$ cat config.mk
export PLATFORM = sky130hd
export DESIGN_NAME = life_row_stepper
export DESIGN_NICKNAME = d
export VERILOG_FILES = /design/src/rtl/life_pkg.sv /design/src/rtl/full_adder_extending.sv /design/src/rtl/life_cell_rule.sv /design/src/rtl/life_row_stepper.sv
export SDC_FILE = /design/constraint.sdc
export NUM_CORES = 1
export LEC_CHECK = 0
export ABC_AREA = 1
export CAP_MARGIN = 25
export CORE_ASPECT_RATIO = 0.5
export CORE_MARGIN = 1.5
export CORE_UTILIZATION = 45
export DETAILED_ROUTE_END_ITERATION = 16
export PLACE_DENSITY = 0.65
export RECOVER_POWER = 100
export REMOVE_ABC_BUFFERS = 1
export SKIP_CTS_REPAIR_TIMING = 1
export SLEW_MARGIN = 0
export SYNTH_ARGS = -nofsm -noshare
export SYNTH_HDL_FRONTEND = slang
export SYNTH_SLANG_ARGS = --single-unit
$ cat constraint.sdc
create_clock -name clk -period 6.3 [get_ports clk]
set_input_delay 1.89 -clock clk [delete_from_list [all_inputs] [get_ports clk]]
set_output_delay 1.89 -clock clk [all_outputs]
set_load 0.05 [all_outputs]
$ cat src/rtl/life_pkg.sv
// Shared types and constants for the Game-of-Life row stepper.
package life_pkg;

    typedef enum logic [1:0] {
        EMPTY = 2'd0,
        HOLD  = 2'd1,
        FLUSH = 2'd2
    } state_t;

    localparam int NEIGHBOUR_COUNT_WIDTH = 4;

    localparam logic [NEIGHBOUR_COUNT_WIDTH-1:0] SURVIVE_LO = 4'd2;
    localparam logic [NEIGHBOUR_COUNT_WIDTH-1:0] SURVIVE_HI = 4'd3;
    localparam logic [NEIGHBOUR_COUNT_WIDTH-1:0] BIRTH      = 4'd3;

    // Next-generation state of one cell from its current state and live-neighbour count.
    function automatic logic apply_rule(input logic alive,
                                        input logic [NEIGHBOUR_COUNT_WIDTH-1:0] count);
        if (alive)
            return (count >= SURVIVE_LO) && (count <= SURVIVE_HI);
        else
            return count == BIRTH;
    endfunction

endpackage

$ cat src/rtl/full_adder_extending.sv
// One-bit full adder cell; the carry out extends the result by one bit.
module full_adder_extending (
    input  logic a,
    input  logic b,
    input  logic cin,
    output logic sum,
    output logic cout
);

    // Plain sum/carry of three equal-weight bits.
    always_comb begin
        sum  = a ^ b ^ cin;
        cout = (a & b) | (a & cin) | (b & cin);
    end

endmodule

$ cat src/rtl/life_cell_rule.sv
// Combinational Game-of-Life rule for one cell: counts the eight neighbour
// bits with a full-adder tree and applies the survive/birth rule.
module life_cell_rule
    import life_pkg::*;
(
    input  logic [7:0] neighbours,
    input  logic       alive,
    output logic       next_alive
);

    logic s0, s1, s2, c0, c1, c2;
    logic c3, s4, c4, c5;
    logic [NEIGHBOUR_COUNT_WIDTH-1:0] count;

    // Weight-1 layer: three groups of neighbours reduced to three sums and three carries.
    full_adder_extending u_fa_a (.a(neighbours[0]), .b(neighbours[1]), .cin(neighbours[2]), .sum(s0), .cout(c0));
    full_adder_extending u_fa_b (.a(neighbours[3]), .b(neighbours[4]), .cin(neighbours[5]), .sum(s1), .cout(c1));
    full_adder_extending u_fa_c (.a(neighbours[6]), .b(neighbours[7]), .cin(1'b0),          .sum(s2), .cout(c2));
    full_adder_extending u_fa_d (.a(s0),            .b(s1),            .cin(s2),            .sum(count[0]), .cout(c3));

    // Weight-2 layer: four carries reduced to bit 1 plus two weight-4 carries.
    full_adder_extending u_fa_e (.a(c0), .b(c1), .cin(c2),   .sum(s4),       .cout(c4));
    full_adder_extending u_fa_f (.a(s4), .b(c3), .cin(1'b0), .sum(count[1]), .cout(c5));

    // Weight-4 layer: two carries give bits 2 and 3 (count tops out at 8).
    full_adder_extending u_fa_g (.a(c4), .b(c5), .cin(1'b0), .sum(count[2]), .cout(count[3]));

    // Survive/birth decision on the finished count.
    always_comb begin
        next_alive = apply_rule(alive, count);
    end

endmodule

$ cat src/rtl/life_row_stepper.sv
// Streaming Game-of-Life stepper: takes one grid row per beat, keeps the
// previous and current rows, and emits the next generation of the current
// row once the row below it arrives (or a dead row at the frame bottom).
//
// state | meaning
// EMPTY | no rows of the current frame held; next row is the top row
// HOLD  | prev/curr valid; next accepted row lets curr be evaluated
// FLUSH | bottom row received; emit its next generation against a dead row below
module life_row_stepper
    import life_pkg::*;
#(
    parameter int GRID_WIDTH      = 8,
    parameter int GEN_COUNT_WIDTH = 16
) (
    input  logic                       clk,
    input  logic                       rst,
    input  logic [GRID_WIDTH-1:0]      in_row,
    input  logic                       in_valid,
    input  logic                       in_last,
    output logic                       in_ready,
    output logic [GRID_WIDTH-1:0]      out_row,
    output logic                       out_valid,
    output logic                       out_last,
    input  logic                       out_ready,
    output logic [GEN_COUNT_WIDTH-1:0] gen_count
);

    state_t                state;
    logic [GRID_WIDTH-1:0] prev;
    logic [GRID_WIDTH-1:0] curr;
    logic [GRID_WIDTH-1:0] below;
    logic [GRID_WIDTH-1:0] next_row;
    logic [GRID_WIDTH+1:0] prev_pad;
    logic [GRID_WIDTH+1:0] curr_pad;
    logic [GRID_WIDTH+1:0] below_pad;
    logic                  slot_free;
    logic                  in_fire;

    // Handshake terms and the row beneath curr (dead once the frame has ended).
    always_comb begin
        slot_free = !out_valid || out_ready;
        in_ready  = slot_free && (state != FLUSH);
        in_fire   = in_valid && in_ready;
        below     = (state == FLUSH) ? '0 : in_row;
        prev_pad  = {1'b0, prev,  1'b0};
        curr_pad  = {1'b0, curr,  1'b0};
        below_pad = {1'b0, below, 1'b0};
    end

    // Column i sits at padded index i+1; the zero pads make off-grid neighbours dead.
    for (genvar i = 0; i < GRID_WIDTH; i++) begin : g_cell
        life_cell_rule u_rule (
            .neighbours ({prev_pad[i+2],  prev_pad[i+1],  prev_pad[i],
                          curr_pad[i+2],                  curr_pad[i],
                          below_pad[i+2], below_pad[i+1], below_pad[i]}),
            .alive      (curr_pad[i+1]),
            .next_alive (next_row[i])
        );
    end

    // Row-window FSM with the single-entry output register and generation counter.
    always_ff @(posedge clk or posedge rst) begin
        if (rst) begin
            state     <= EMPTY;
            prev      <= '0;
            curr      <= '0;
            out_row   <= '0;
            out_valid <= 1'b0;
            out_last  <= 1'b0;
            gen_count <= '0;
        end else begin
            if (out_valid && out_ready && out_last)
                gen_count <= gen_count + GEN_COUNT_WIDTH'(1);

            // A load below overrides this clear, so a consume-and-refill keeps out_valid high.
            if (out_ready)
                out_valid <= 1'b0;

            case (state)
                EMPTY: begin
                    if (in_fire) begin
                        curr  <= in_row;
                        prev  <= '0;
                        state <= in_last ? FLUSH : HOLD;
                    end
                end
                HOLD: begin
                    if (in_fire) begin
                        out_row   <= next_row;
                        out_valid <= 1'b1;
                        out_last  <= 1'b0;
                        prev      <= curr;
                        curr      <= in_row;
                        state     <= in_last ? FLUSH : HOLD;
                    end
                end
                FLUSH: begin
                    if (slot_free) begin
                        out_row   <= next_row;
                        out_valid <= 1'b1;
                        out_last  <= 1'b1;
                        prev      <= '0;
                        curr      <= '0;
                        state     <= EMPTY;
                    end
                end
                default: state <= EMPTY;
            endcase
        end
    end

endmodule

; ---- Yosys cells after proc, flatten, opt, wreduce, memory -nomap -nowiden
; Index checks and enable logic that the tools add are counted.
[totals]
regBits = 44
latchBits = 0
ramBits = 0
romBits = 0
inputBits = 13
output_inout_bits = 27
word_cells = 321
mem_count = 0
[op_classes]
addsub = 1
n_mul = 0
n_div = 0
order_cmp = 16
eq_ne = 15
shift = 0
muxes = 29
bitwise = 230
n_reduce_logical = 23
[ops]
columns = op, n
row1 = $and 1x1->1, 99
row2 = $xor 1x1->1, 79
row3 = $mux 8, 7
row4 = $or 1x1->1, 52
row5 = $eq 4x2->1 const B, 8
row6 = $ge 4x2->1 const B, 8
row7 = $le 4x2->1 const B, 8
row8 = $pmux 8 s2, 2
row9 = $pmux 8 s3, 1
row10 = $add 16x1->16 const B, 1
row11 = $mux 1, 13
row12 = $logic_and 1x1->1, 12
row13 = $ne 2x2->1 const B, 4
row14 = $mux 2, 3
row15 = $reduce_and 3->1, 2
row16 = $pmux 1 s2, 2
row17 = $pmux 2 s2, 1
row18 = $reduce_and 4->1, 1
row19 = $reduce_bool 2->1, 2
row20 = $reduce_bool 3->1, 1
row21 = $eq 2x1->1 const B, 1
row22 = $eq 2x2->1 const B, 1
row23 = $logic_not 2->1, 1
row24 = $ne 2x1->1 const B, 1
row25 = other kinds (4), 4

; ---- Longest topological paths before layout
; Gate-level depths: netlist of run 1.
[depth]
word_depth = 14
depth_mapped = 18

; ---- Modules after synthesis
; A second synthesis of run 1 with hierarchy kept.
[hier_totals]
hier_cells = 375
hier_area_um2 = 3490.8
[by_module_without_submodules]
columns = module, n_inst, cells_per_inst, area_each_um2
row1 = life_row_stepper, 1, 279, 2219.6
row2 = full_adder_extending, 56, 1, 20.0
row3 = life_cell_rule, 8, 5, 18.8

; ---- Worst setup path after synthesis of run 1
; No wires, ideal clock.
[synth_timing]
path_kind = input port to output port
start = in out_ready
end = out in_ready
arrival_ns = 2.398
required_time_ns = 4.410
path_slack_ns = 2.012
stages = 4
n_path_buf = 0
cell_sequence = inv_1 nand2_2 nand2_1 inv_1
[synth_between]
elab_chain_cells = 2
[synth_lines]
columns = item, line
row1 = from (decl), life_row_stepper.sv:24  ; input logic out_ready,
row2 = $logic_or 1x1->1, life_row_stepper.sv:41  ; slot_free = !out_valid || out_ready;
row3 = $logic_and 1x1->1, life_row_stepper.sv:42  ; in_ready = slot_free && (state != FLUSH);
row4 = to (decl), life_row_stepper.sv:20  ; output logic in_ready,
; No other way between the ends.

; ---- Worst setup path in the final report of run 1
; Same ends and word-level chain as after synthesis.

==> metrics, run 1 <==
htree depth=2; critical path buffer and inverter count=4; achievable frequency=0.182 GHz; fraction of layout instances using a drive strength above 1=0.0229; crit path cell chain=dlygate4sd3_1, inv_1, nand2_1, nand2_1, inv_1, dlygate4sd3_1; worst hold path endpoint=out_row[0]; clock period minus final worst setup slack=5.50 ns; RD Place Congestion=0.858; initial core utilization=0.467; area of the core=6730 um^2; run status=complete, but fails checks; FF+latch count, synth=44; number of iterations in the first detailed-routing pass=4; Placed Cells=520; area share of the leading cell type in the synthesized netlist=0.351; die width=121 um; CP Capture Type=output port; multi-input logic area=1670 um^2; fill cell instance count of the final layout=642; CP Data Required Time=4.41 ns; worst skew pair latency=0.28 ns; sequential cell area in the final layout=1100 um^2; global route overflow=0; Clock Path Buffers=2; number of remaining DRC errors=0; average wire per cell in the routed design=12.2 um; critical path's slowest cell=sky130_fd_sc_hd__dlygate4sd3_1; Layout Nets=488; antenna violations before repair=0; share of power burned in combinational logic=0.619; Root Driver=sky130_fd_sc_hd__clkbuf_16; sum of negative setup slack=0 ns; slew of the pin with the lowest slew margin=2.37 ns; count of standard-cell rows=21; cell area after technology mapping=3140 um^2; setup slack, reg-to-reg=3.28 ns; final worst-path cycle share=0.872; number of instances in the synthesized netlist=392; # setup viols final=0; largest net degree at the start of global routing=45; DRT antenna net count=0; clock share of power=0.141; routed via count divided by cell count=4.82; via count=2546; overall routing resource usage=0.185; CTS tree=built; number of pins exceeding their max-slew limit in the final report=45; MaxCap Viol Count=1; Synth-to-Final Area Change=19.0%; Die Outline Area=7520 um^2; worst clock skew=0.00267 ns; Avg Cell Area, Syn=8.01 um^2; worst IR drop on VDD=185 uV; number of clock sinks=44; Slew HR=-0.582; hold-critical path depth=2; Yosys warning count=0; hold wc startpoint=out_row[0]; clock input transition at the sequential cells of the worst setup and hold paths=0.06 ns; internal portion of total power=0.000939 W; critical setup path kind=input pin to output port; arrival time of the worst setup path=3.61 ns; number of endpoints with negative hold slack in the final report=0; sequential share of the synthesized area=0.351; static leakage power=2.09 nW; kind of path behind the tightest hold check=register to register; Slowest Stage Delay on Critical Path=0.86 ns; fraction of power consumed by sequential logic=0.240; area leader, netlist=sky130_fd_sc_hd__dfrtp_1; Die H=62.1 um; Worst path top cell family by delay=buffers and inverters; PwrDens=499 nW/um^2; end of the worst register-to-register path=out_row[3]; Finished Layout Cells=528; net switching fraction of the power=0.497; startpoint of the most critical register-to-register path=state[0]; violations in the final reports=capacitance limit, slew limit; number of global-route vias before repair=2376; RSZ-0062 raised after global routing=false; top cells by area in the synthesized netlist=sky130_fd_sc_hd__dfrtp_1 35%, sky130_fd_sc_hd__fa_1 14%, sky130_fd_sc_hd__nand2_1 14%; final wirelength=6.45 mm; type of element launching the critical path=input pin; largest fanout on the critical path=5; number of primary I/O pins=40; global-route wire length before repair=10.7 mm; clock buffers created by TritonCTS=5; number of I/O port buffers=39; count of cells along the worst register-to-register path=8; total half-perimeter wirelength after legalization and detailed placement=5.15 mm; number of distinct library cell variants in the gate-level netlist after synthesis=26; Diodes inserted=0; switching component of the power=0.000926 W; DRT iter0 DRCs=121
metal layers:
layer | up-vias | GRT usage | part of all wire
met2 | 42 | 0.330 | 0.48
met5 | - | 0 | 0
met3 | 6 | 0.0338 | 0.037
li1 | 1279 | - | -
met1 | 1219 | 0.247 | 0.47
met4 | 0 | 0.0336 | 0.0078
final cells by class:
type                       instances  share of cell area
inverter                          82              0.0824
clock inverter                     1             0.00201
timing repair buffer              40               0.105
sequential                        44               0.295
tap                               92              0.0308
clock buffer                       7              0.0382
multi-input combinational        262               0.446
synth_stat cells, drive strengths merged:
| cell type | instances |
|---|---|
| inv | 82 |
| xor2 | 8 |
| a21oi | 10 |
| dfrtp | 44 |
| fa | 22 |
| o22ai | 1 |
| o21ai | 13 |
| nor3b | 1 |
| nand3 | 30 |
| a211oi | 1 |
| nand4 | 5 |
| nor3 | 3 |
| ha | 18 |
| nand2 | 119 |
| or2 | 1 |
| a21boi | 1 |
| nor2 | 23 |
| buf | 4 |
| xnor2 | 6 |
cells by family after synthesis:
group,count (synthesis),synth area share
simple gates,182,0.243
compound gates,26,0.0470
fa+ha+maj,40,0.212
xor+xnor,14,0.0390
buf+inv,86,0.108
flops,44,0.351
flip-flops by register name, indices dropped and copies added (netlist names):
| register | count |
|---|---|
| gen_count | 16 |
| curr | 8 |
| out_row | 8 |
| prev | 8 |
| state | 2 |
| out_last | 1 |
| out_valid | 1 |
worst reg2reg max path, cell delays in order, from the launching register on:
cell	delay (ns)
sky130_fd_sc_hd__dfrtp_1	0.34
sky130_fd_sc_hd__inv_1	0.07
sky130_fd_sc_hd__ha_1	0.26
sky130_fd_sc_hd__inv_2	0.25
sky130_fd_sc_hd__nand3_1	0.19
sky130_fd_sc_hd__a21oi_1	1.02
sky130_fd_sc_hd__nand2_1	0.52
sky130_fd_sc_hd__nand2_1	0.18
sky130_fd_sc_hd__nand2_1	0.07
metrics by stage:
step	cell area (um^2)	hold WS [ns]	total power (W)	setup slack [ns]	util
2_1_floorplan	3110	0.467	0.00131	2.01	-
3_5_place_dp	3620	0.464	0.00165	0.953	0.538
6_report	3740	0.471	0.00187	0.804	0.555
5_1_grt	3740	0.494	0.00207	0.688	0.555
3_3_place_gp	3620	0.457	0.00158	0.972	0.538
4_1_cts	3770	0.482	0.00192	0.955	0.561
how the worst max path moves through the flow:
stage,start,end,slack [ns],cells after the start
6_report,out_ready,in_ready,0.80,6
4_1_cts,out_ready,in_ready,0.95,6
5_1_grt,out_ready,in_ready,0.69,6
3_3_place_gp,out_ready,in_ready,0.97,6
2_1_floorplan,out_ready,in_ready,2.01,4
3_5_place_dp,out_ready,in_ready,0.95,6
power by group through the flow:
stage | clock, W | combinational [W] | sequential [W]
3_5_place_dp | 0 | 0.00120 | 0.000456
5_1_grt | 0.000284 | 0.00133 | 0.000460
4_1_cts | 0.000268 | 0.00120 | 0.000451
6_report | 0.000263 | 0.00115 | 0.000448
3_3_place_gp | 0 | 0.00112 | 0.000453
2_1_floorplan | 0 | 0.000755 | 0.000553
layout by cell type (no fill, tap or decap), drive strengths merged, types with 10 or more instances in the layout:
cell	instances
a21oi	10
clkdlybuf4s50	10
dfrtp	44
dlygate4sd3	29
fa	22
ha	18
inv	81
nand2	119
nand3	30
nor2	23
o21ai	13
Power figures use the tool's default switching activity.
==> run 2: changes to the inputs <==
CTS_CLUSTER_DIAMETER = 120   (was unset)
PLACE_DENSITY = 0.7   (was 0.65)
clock period = 4.62 ns   (was 6.3 ns; I/O delays follow)
==> metrics, run 2 (same netlist as run 1, synthesis figures left out) <==
Finished Cell Area=3750 um^2 (was 3740 um^2); crit path cell chain=dlygate4sd3_1, inv_1, nand2_1, nand2_1, inv_1, clkbuf_1 (was dlygate4sd3_1, inv_1, nand2_1, nand2_1, inv_1, dlygate4sd3_1); CP Data Required Time=3.23 ns (was 4.41 ns); count of standard-cell rows=21 (unchanged); CTS tree=built (unchanged); CP Capture Type=output port (unchanged); Placed Cells=520 (unchanged); via count=2504 (was 2546); placed cell areas=3620 um^2 (about the same); worst IR drop on VDD=240 uV (was 185 uV); global route overflow=0 (unchanged); static leakage power=2.10 nW (was 2.09 nW); overall routing resource usage=0.184 (was 0.185); Synth-to-Final Area Change=19.4% (was 19.0%); routed via count divided by cell count=4.74 (was 4.82); achievable frequency=0.245 GHz; register name with the most flops=gen_count (unchanged); number of global-route vias before repair=2330 (was 2376); final wirelength=6.33 mm (was 6.45 mm); MaxCap Viol Count=0 (was 1); antenna violations before repair=0 (unchanged); type of element launching the critical path=input pin (unchanged); RSZ-0062 raised after global routing=false (unchanged); Die H=62.1 um (unchanged); Layout Nets=488 (unchanged); most common cell after layout, fill and taps aside=sky130_fd_sc_hd__nand2_1 (unchanged); run status=completed (was complete, but fails checks); number of iterations in the first detailed-routing pass=4 (unchanged); number of flip-flops under the largest register name=16 (unchanged); critical path's slowest cell=sky130_fd_sc_hd__dlygate4sd3_1 (unchanged); area of the core=6730 um^2 (unchanged); htree depth=2 (unchanged); largest fanout on the critical path=5 (unchanged); arrival time of the worst setup path=2.70 ns (was 3.61 ns); average wire per cell in the routed design=12.0 um (was 12.2 um); Die Outline Area=7520 um^2 (unchanged); number of primary I/O pins=40 (unchanged); PwrDens=682 nW/um^2 (was 499 nW/um^2); RD Place Congestion=0.812 (was 0.858); DRT iter0 DRCs=124 (was 121); global-route wire length before repair=10.5 mm (was 10.7 mm); die width=121 um (unchanged); largest net degree at the start of global routing=45 (unchanged); total half-perimeter wirelength after legalization and detailed placement=4.85 mm (was 5.15 mm); sum of negative setup slack=0 ns (unchanged); kind of path behind the tightest hold check=register to register (unchanged); Finished Layout Cells=528 (unchanged); worst clock skew=0.00201 ns (was 0.00267 ns); number of pins exceeding their max-slew limit in the final report=0 (was 45); number of clock sinks=44 (unchanged); # setup viols final=0 (unchanged); Clock Path Buffers=2 (unchanged); Slowest Stage Delay on Critical Path=0.55 ns (was 0.86 ns); clock period minus final worst setup slack=4.09 ns; number of endpoints with negative hold slack in the final report=0 (unchanged); fill cell instance count of the final layout=646 (was 642); clock buffers created by TritonCTS=5 (unchanged); clock input transition at the sequential cells of the worst setup and hold paths=0.06 ns (about the same); number of remaining DRC errors=0 (unchanged); worst skew pair latency=0.28 ns (about the same); initial core utilization=0.467 (unchanged); Diodes inserted=0 (unchanged); Slew HR=0.0762 (was -0.582); number of I/O port buffers=39 (unchanged); final worst-path cycle share=0.885; DRT antenna net count=0 (unchanged); fraction of layout instances using a drive strength above 1=0.0275 (was 0.0229); critical setup path kind=input pin to output port (unchanged); slew of the pin with the lowest slew margin=1.39 ns (was 2.37 ns); Root Driver=sky130_fd_sc_hd__clkbuf_16 (unchanged); leading cell types in the layout, fill and taps excluded=118 x sky130_fd_sc_hd__nand2_1, 79 x sky130_fd_sc_hd__inv_1, 44 x sky130_fd_sc_hd__dfrtp_1, 30 x sky130_fd_sc_hd__nand3_1, 28 x sky130_fd_sc_hd__dlygate4sd3_1 (was 119 x sky130_fd_sc_hd__nand2_1, 79 x sky130_fd_sc_hd__inv_1, 44 x sky130_fd_sc_hd__dfrtp_1, 30 x sky130_fd_sc_hd__nand3_1, 29 x sky130_fd_sc_hd__dlygate4sd3_1)
-- run 2: final timing paths --
check                      startpoint           end  slack (ns)  cells after the start
min reg2reg                out_row[1]    out_row[1]        0.47                      2
min in group asynchronous         rst  gen_count[9]        1.70                      3
max                         out_ready      in_ready        0.53                      6
max in group asynchronous         rst    out_row[7]        2.53                      3
min                        out_row[1]    out_row[1]        0.47                      2
max reg2reg                  state[0]       prev[1]        1.56                      8
-- run 2: critical path, delay by kind of cell --
| kind | cells | cell delay, ns |
|---|---|---|
| buffers and inverters | 4 | 1.10 |
| and+or+nand+nor | 2 | 0.21 |
-- run 2: layout make-up --
cell class	instances	area, um^2	area share
clock buffers	6	129	0.0344
clock inverters	2	35.0	0.00934
inverters	82	308	0.0821
multi-input cells	262	1670	0.445
flip-flops and latches	44	1100	0.294
well taps	92	115	0.0307
repair buffers	40	392	0.104
-- run 2: stage by stage --
step / utilization / total power [W] / hold slack (ns) / setup slack [ns]
2_1_floorplan: - / 0.00178 / 0.467 / 1.34
3_3_place_gp: 0.538 / 0.00217 / 0.455 / 0.907
3_5_place_dp: 0.538 / 0.00222 / 0.458 / 0.885
4_1_cts: 0.562 / 0.00263 / 0.478 / 0.883
5_1_grt: 0.557 / 0.00287 / 0.494 / 0.402
6_report: 0.557 / 0.00256 / 0.469 / 0.532
-- run 2: power breakdown --
group          internal [W]  switching, W
logic              0.000546       0.00100
registers          0.000507      0.000103
clock network      0.000254      0.000146
total               0.00131       0.00125
-- run 2: metal layers --
layer	vias up	part of all wire	GRT usage
met5	-	0	0
met4	0	0.011	0.0471
met3	8	0.031	0.0301
met2	42	0.46	0.323
met1	1176	0.50	0.245
li1	1278	-	-
